$ cat config.mk
export PLATFORM = sky130hd
export DESIGN_NAME = video_timing_rx_flat
export DESIGN_NICKNAME = d
export VERILOG_FILES = /design/src/rtl/video_timing_rx_if.sv /design/src/rtl/video_timing_rx.sv /design/src/flat_wrapper.sv
export SDC_FILE = /design/constraint.sdc
export NUM_CORES = 1
export LEC_CHECK = 0
export BUFFER_PORTS_ARGS = -buffer_cell sky130_fd_sc_hd__clkbuf_2
export CORE_ASPECT_RATIO = 0.8
export CORE_MARGIN = 2
export CORE_UTILIZATION = 35
export CTS_CLUSTER_SIZE = 16
export DETAILED_ROUTE_END_ITERATION = 8
export PLACE_DENSITY = 0.52
export SLEW_MARGIN = 10
export SYNTH_ARGS = -nofsm -noshare
export SYNTH_HDL_FRONTEND = slang
export SYNTH_SLANG_ARGS = --single-unit
$ cat constraint.sdc
create_clock -name pclk -period 8.1 [get_ports pclk]
set_clock_uncertainty 0.1 [all_clocks]
set_input_delay 1.215 -clock pclk [delete_from_list [all_inputs] [get_ports pclk]]
set_output_delay 1.215 -clock pclk [all_outputs]
set_load 0.03 [all_outputs]
$ cat src/rtl/video_timing_rx_if.sv
// Pixel-clock video bus as seen by the timing receiver.
// The generator side drives it and the receiver samples it.
interface video_timing_rx_if;
   logic       hs;
   logic       vs;
   logic       hblank;
   logic       vblank;
   logic       de;
   logic [7:0] r;
   logic [7:0] g;
   logic [7:0] b;

   modport master (output hs, vs, hblank, vblank, de, r, g, b);
   modport slave  (input  hs, vs, hblank, vblank, de, r, g, b);
endinterface

$ cat src/rtl/video_timing_rx.sv
// Video timing receiver: active x/y, frame geometry, sync polarity, lock.
// Per-frame pixel CRC-16 is built only with VIDEO_TIMING_RX_CRC_EN.
module video_timing_rx #(
   parameter int CW          = 10,
   parameter int LOCK_FRAMES = 2
) (
   input  logic              pclk,
   input  logic              reset,
   video_timing_rx_if.slave  vid,
   output logic [CW-1:0]     x,
   output logic [CW-1:0]     y,
   output logic [CW-1:0]     h_total,
   output logic [CW-1:0]     h_active,
   output logic [CW-1:0]     v_total,
   output logic [CW-1:0]     v_active,
   output logic              hs_pol,
   output logic              vs_pol,
   output logic              frame_done,
   output logic              locked,
   output logic              ovf,
   output logic [15:0]       crc
);
   localparam int MW = $clog2(LOCK_FRAMES + 1);
   localparam logic [MW-1:0] LF = MW'(LOCK_FRAMES);

   typedef enum logic {DISARMED, ARMED} state_t;
   state_t state, state_n;

   logic s_hs, s_vs, s_hb, s_vb, s_de;
   logic d_hb, d_vb;
   logic ls, fs, pub;

   logic [CW-1:0] hcnt, hact, hsh, hsl;
   logic [CW-1:0] vcnt, vact, vsh, vsl;
   logic [CW-1:0] h_lat, a_lat;
   logic          line_de;
   logic [MW-1:0] mc;

   logic [CW-1:0] hcnt_n, hact_n, hsh_n, hsl_n;
   logic [CW-1:0] vcnt_i, vact_i, vsh_i, vsl_i;
   logic [CW-1:0] h_lat_n, a_lat_n;
   logic [CW-1:0] x_b, x_n, y_i;
   logic          hpol_n, vpol_n, de_n, ovf_n, same;
   logic [MW-1:0] mc_n;

   function automatic logic [CW-1:0] inc(input logic [CW-1:0] v);
      return (&v) ? v : v + 1'b1;
   endfunction

   assign ls = d_hb & ~s_hb;
   assign fs = d_vb & ~s_vb;

   always_ff @(posedge pclk) begin
      if (reset) state <= DISARMED;
      else       state <= state_n;
   end

   // The first frame start after reset only arms publishing.
   always_comb begin
      state_n = state;
      pub     = 1'b0;
      unique case (state)
         DISARMED: if (fs) state_n = ARMED;
         ARMED:    pub = fs;
      endcase
   end

   // Line-start effects are folded in before frame-start effects.
   always_comb begin
      hcnt_n  = ls ? CW'(1) : inc(hcnt);
      hact_n  = ls ? CW'(1) : (s_hb ? hact : inc(hact));
      hsh_n   = ls ? CW'(s_hs) : (s_hs ? inc(hsh) : hsh);
      hsl_n   = ls ? CW'(!s_hs) : (s_hs ? hsl : inc(hsl));
      h_lat_n = ls ? hcnt : h_lat;
      a_lat_n = ls ? hact : a_lat;
      hpol_n  = ls ? (hsh < hsl) : hs_pol;
      vcnt_i  = ls ? inc(vcnt) : vcnt;
      vact_i  = (ls && !s_vb) ? inc(vact) : vact;
      vsh_i   = (ls && s_vs) ? inc(vsh) : vsh;
      vsl_i   = (ls && !s_vs) ? inc(vsl) : vsl;
      vpol_n  = fs ? (vsh_i < vsl_i) : vs_pol;
      x_b     = ls ? '0 : x;
      x_n     = s_de ? inc(x_b) : x_b;
      de_n    = ls ? s_de : (line_de | s_de);
      y_i     = (ls && line_de) ? inc(y) : y;
      ovf_n   = ovf | (&hcnt_n) | (&hact_n) | (&hsh_n) | (&hsl_n)
              | (&vcnt_i) | (&vact_i) | (&vsh_i) | (&vsl_i)
              | (&x_n) | (&y_i);
      same    = {h_lat_n, a_lat_n, vcnt_i, vact_i}
             == {h_total, h_active, v_total, v_active};
      mc_n    = same ? ((mc >= LF) ? LF : mc + 1'b1) : MW'(1);
   end

   always_ff @(posedge pclk) begin
      if (reset) begin
         s_hs       <= 1'b0;
         s_vs       <= 1'b0;
         s_hb       <= 1'b0;
         s_vb       <= 1'b0;
         s_de       <= 1'b0;
         d_hb       <= 1'b0;
         d_vb       <= 1'b0;
         hcnt       <= '0;
         hact       <= '0;
         hsh        <= '0;
         hsl        <= '0;
         vcnt       <= '0;
         vact       <= '0;
         vsh        <= '0;
         vsl        <= '0;
         h_lat      <= '0;
         a_lat      <= '0;
         line_de    <= 1'b0;
         x          <= '0;
         y          <= '0;
         h_total    <= '0;
         h_active   <= '0;
         v_total    <= '0;
         v_active   <= '0;
         hs_pol     <= 1'b0;
         vs_pol     <= 1'b0;
         frame_done <= 1'b0;
         ovf        <= 1'b0;
         mc         <= '0;
      end else begin
         s_hs       <= vid.hs;
         s_vs       <= vid.vs;
         s_hb       <= vid.hblank;
         s_vb       <= vid.vblank;
         s_de       <= vid.de;
         d_hb       <= s_hb;
         d_vb       <= s_vb;
         hcnt       <= hcnt_n;
         hact       <= hact_n;
         hsh        <= hsh_n;
         hsl        <= hsl_n;
         vcnt       <= fs ? '0 : vcnt_i;
         vact       <= fs ? '0 : vact_i;
         vsh        <= fs ? '0 : vsh_i;
         vsl        <= fs ? '0 : vsl_i;
         h_lat      <= h_lat_n;
         a_lat      <= a_lat_n;
         line_de    <= de_n;
         x          <= x_n;
         y          <= fs ? '0 : y_i;
         hs_pol     <= hpol_n;
         vs_pol     <= vpol_n;
         frame_done <= pub;
         ovf        <= ovf_n;
         if (pub) begin
            h_total  <= h_lat_n;
            h_active <= a_lat_n;
            v_total  <= vcnt_i;
            v_active <= vact_i;
            mc       <= mc_n;
         end
      end
   end

   assign locked = (mc >= LF) && !ovf;

`ifdef VIDEO_TIMING_RX_CRC_EN
   logic [23:0] s_pix;
   logic [15:0] crc_run, crc_b;

   // CRC-16-CCITT, one pixel {r,g,b} per enabled cycle, MSB first.
   function automatic logic [15:0] crc24(input logic [15:0] c,
                                         input logic [23:0] d);
      logic [15:0] v;
      v = c;
      for (int i = 23; i >= 0; i--)
         v = {v[14:0], 1'b0} ^ ((v[15] ^ d[i]) ? 16'h1021 : 16'h0000);
      return v;
   endfunction

   assign crc_b = fs ? 16'hFFFF : crc_run;

   always_ff @(posedge pclk) begin
      if (reset) begin
         s_pix   <= '0;
         crc_run <= 16'hFFFF;
         crc     <= 16'h0000;
      end else begin
         s_pix   <= {vid.r, vid.g, vid.b};
         crc_run <= s_de ? crc24(crc_b, s_pix) : crc_b;
         if (pub) crc <= crc_run;
      end
   end
`else
   logic unused_rgb;
   assign unused_rgb = ^{vid.r, vid.g, vid.b};
   assign crc = 16'h0000;
`endif

endmodule

$ cat src/flat_wrapper.sv
// flat-port wrapper written by rule: the top's interface ports become plain ports
module video_timing_rx_flat 
#(
   parameter int CW          = 10,
   parameter int LOCK_FRAMES = 2
)
  (pclk, reset, x, y, h_total, h_active, v_total, v_active, hs_pol, vs_pol, frame_done, locked, ovf, crc, vid_hs, vid_vs, vid_hblank, vid_vblank, vid_de, vid_r, vid_g, vid_b);
  video_timing_rx_if vid_i ();
  input  logic pclk;
  input  logic reset;
  output logic [CW-1:0] x;
  output logic [CW-1:0] y;
  output logic [CW-1:0] h_total;
  output logic [CW-1:0] h_active;
  output logic [CW-1:0] v_total;
  output logic [CW-1:0] v_active;
  output logic hs_pol;
  output logic vs_pol;
  output logic frame_done;
  output logic locked;
  output logic ovf;
  output logic [15:0] crc;
  input wire logic [$bits(vid_i.hs)-1:0] vid_hs;
  input wire logic [$bits(vid_i.vs)-1:0] vid_vs;
  input wire logic [$bits(vid_i.hblank)-1:0] vid_hblank;
  input wire logic [$bits(vid_i.vblank)-1:0] vid_vblank;
  input wire logic [$bits(vid_i.de)-1:0] vid_de;
  input wire logic [$bits(vid_i.r)-1:0] vid_r;
  input wire logic [$bits(vid_i.g)-1:0] vid_g;
  input wire logic [$bits(vid_i.b)-1:0] vid_b;
  assign vid_i.hs = vid_hs;
  assign vid_i.vs = vid_vs;
  assign vid_i.hblank = vid_hblank;
  assign vid_i.vblank = vid_vblank;
  assign vid_i.de = vid_de;
  assign vid_i.r = vid_r;
  assign vid_i.g = vid_g;
  assign vid_i.b = vid_b;
  video_timing_rx #(.CW(CW), .LOCK_FRAMES(LOCK_FRAMES)) u_core (.pclk(pclk), .reset(reset), .vid(vid_i), .x(x), .y(y), .h_total(h_total), .h_active(h_active), .v_total(v_total), .v_active(v_active), .hs_pol(hs_pol), .vs_pol(vs_pol), .frame_done(frame_done), .locked(locked), .ovf(ovf), .crc(crc));
endmodule
==> results.sh <==
export IMPL_status="complete, no violations"
export IMPL_placedCellCount=1608
export IMPL_max_cap_violations=0
export IMPL_synth_main_ff_cell="dfxtp_1"
export IMPL_max_slew_margin_rel_pct=25.2
export IMPL_grt_ovfl_total=0
export IMPL_final_area_um2=10900
export IMPL_wl_met2_mm=11.1
export IMPL_rows=54
export IMPL_vias=8591
export IMPL_synth_cells=1233
export IMPL_min_period_ns=3.89
export IMPL_dieWidth_um=190
export IMPL_utilization_pct=39.9
export IMPL_clk_pin_slew_worst_paths_ns=0.07
export IMPL_seq_area_frac_synth_pct=36.0
export IMPL_placed_area_um2=10300
export IMPL_gp_congestion=0.842
export IMPL_n_fill_cell=2806
export IMPL_cts_resized=0
export IMPL_vias_per_cell=5.24
export IMPL_maxSlewViolCount=0
export IMPL_final_common_cell="nor2_1"
export IMPL_slowest_delay_ns=0.67
export IMPL_antenna_cells=0
export IMPL_cts_root_buf="clkbuf_16"
export IMPL_routedWlPerCell_um=16.1
export IMPL_antenna_found_initial=0
export IMPL_grt_setup_unrepaired="no"
export IMPL_final_cell_mix="200 x nor2_1, 175 x dfxtp_1, 92 x nand2_1"
export IMPL_die_area_um2=29200
export IMPL_ys_types=70
export IMPL_grt_max_degree=62
export IMPL_clock_latency_ns=0.43
export IMPL_fin_cells=1638
export IMPL_critPathArrivalTime_ns=4.12
export IMPL_post_cts_setup_buffers=0
export IMPL_cp_max_fo=56
export IMPL_cts_htree_levels=4
export IMPL_worstSetupPathType="flip-flop to flip-flop"
export IMPL_remaining_drc_errors=0
export IMPL_synth_edf_count=0
export IMPL_hp_class="flip-flop to flip-flop"
export IMPL_critPathSlowestCell="buf_4"
export IMPL_finalHoldViolCount=0
export IMPL_routed_top_layer="met4"
export IMPL_layout_drive_gt1_share_pct=9.11
export IMPL_io_pins=112
export IMPL_ys_warnings_count=0
export IMPL_synth_avg_cell_area_um2=7.90
export IMPL_drt_wl_total_mm=26.4
export IMPL_port_buffers=71
export IMPL_first_pass_iters=5
export IMPL_max_vdd_ir_drop_mv=0.152
export IMPL_clockBufferDepth=2
export IMPL_coreArea_um2=27300
export IMPL_area_growth_pct=12.0
export IMPL_leakage_nw=4.05
export IMPL_cts_hold_buf=0
export IMPL_cp_required_ns=8.32
export IMPL_drtAntennaViolNets=0
export IMPL_crit_buf_inv=1
export IMPL_cpLargestDelayFamily="simple AND/OR/NAND/NOR gates"
export IMPL_critPathLaunchType="flip-flop"
export IMPL_dpl_hpwl_mm=18.7
export IMPL_synth_area_um2=9740
export IMPL_ys_seq_elements=175
export IMPL_cts_sinks=175
export IMPL_pwr_density_cell_nw_per_um2=173
export IMPL_grt_usage_pct=18.3
export IMPL_start_util_pct=35.7
export IMPL_wl_met1_mm=14.1
export IMPL_grt_pass1_vias=7893
export IMPL_postSynth_asyncResetShare_pct=0
export IMPL_cts_tree="yes"
export IMPL_path_cells="nand2b_2 -> buf_4 -> mux2i_1 -> a22o_1 -> or4_1 -> nor4_1 -> and4_1 -> nand4_1 -> and2_1"
export IMPL_worst_pin_slew_ns=1.12
export IMPL_dieHeight_um=153
export IMPL_drt_iter0_markers=565
export IMPL_period_share_pct=48.1
export IMPL_grt_first_pass_wirelength_mm=42.8
export IMPL_setup_tns_final_ns=0
export IMPL_finalSetupViolCount=0
export IMPL_fmax_ghz=0.257
export IMPL_cp_end_kind="flip-flop"
export IMPL_nets=1322
export IMPL_cts_made_buffers=17
export IMPL_wl_met3_um=907
[metrics by stage]
| step | total power, mW | hold WS, ns | worst slack [ns] |
|---|---|---|---|
| after floorplan | 0.989 | 0.340 | 4.23 |
| after global placement | 1.01 | 0.359 | 4.24 |
| after detailed placement | 1.01 | 0.368 | 4.23 |
| after CTS | 1.91 | 0.375 | 4.20 |
| after global routing | 1.96 | 0.392 | 4.07 |
| final | 1.89 | 0.374 | 4.21 |
[logic make-up (layout without fill, tap and decap cells)]
logic type               after synthesis  count (layout)  share of synthesized area [%]
adder cells (fa/ha/maj)               28              28                           3.60
XOR/XNOR                              80              80                           7.20
AO/OA/AOI/OAI                        226             226                           15.0
flip-flops                           175             175                           36.0
AND/OR/NAND/NOR                      558             558                           28.3
multiplexers                          42              42                           4.34
buffers and inverters                123             149                           5.50
other                                  1              16                         0.0385
[synth_stat cells (all sizes together), types with 5 or more instances]
cell type  number  area [um2]
nand2b         17         106
buf            26         171
nor2          200         751
a2111oi         6        53.8
or3             6        37.5
nand3b          9        67.6
nor2b          26         163
nor3           37         185
nand4          28         175
and3           13        81.3
xor2           31         272
nor4           21         131
nand2          92         345
clkbuf         53         199
and4           14         123
mux2i          40         400
o22ai           5        31.3
a21o            6        45.0
dfxtp         175        3500
o21ai          51         255
nand3          49         245
or4             8        63.8
a31oi          21         131
a21oi          55         275
xnor2          49         429
inv            44         165
a211oi         35         263
ha             28         350
and2           16         100
nor3b           6        45.0
o221ai          5        43.8
[worst min-delay path, cell delays in order (launching register included)]
cell,delay [ns]
dfxtp_1,0.33
nand2_1,0.06
a21oi_1,0.05
[area by class of cell]
cell class	instances	area (um2)	area share, %
multi-input combinational	950	5770	52.9
sequential	175	3500	32.1
clock buffer	21	470	4.31
tap	364	455	4.18
timing repair buffer	75	388	3.56
inverter	44	165	1.51
clock inverter	9	155	1.42
[final timing paths]
kind                     start           end  slack [ns]  cells after the start
hold / removal    u_core.mc[1]  u_core.mc[1]        0.37                      2
setup reg to reg   u_core.s_hb  u_core.mc[0]        4.21                      9
hold reg to reg   u_core.mc[1]  u_core.mc[1]        0.37                      2
setup / recovery   u_core.s_hb  u_core.mc[0]        4.21                      9
[power breakdown]
part	switching (mW)	internal [mW]	leakage, nW	total [mW]
Sequential	0.0197	0.871	1.41	0.890
Combinational	0.0702	0.0327	2.33	0.103
Clock	0.355	0.540	0.306	0.895
[layer usage]
metal  vias to the layer above  global-route usage [%]
met4                         0                    4.28
met2                       148                    26.9
met1                      4009                    27.6
li1                       4414                       -
met5                         -                       0
met3                        20                    2.99
Power figures use the tool's default switching activity.
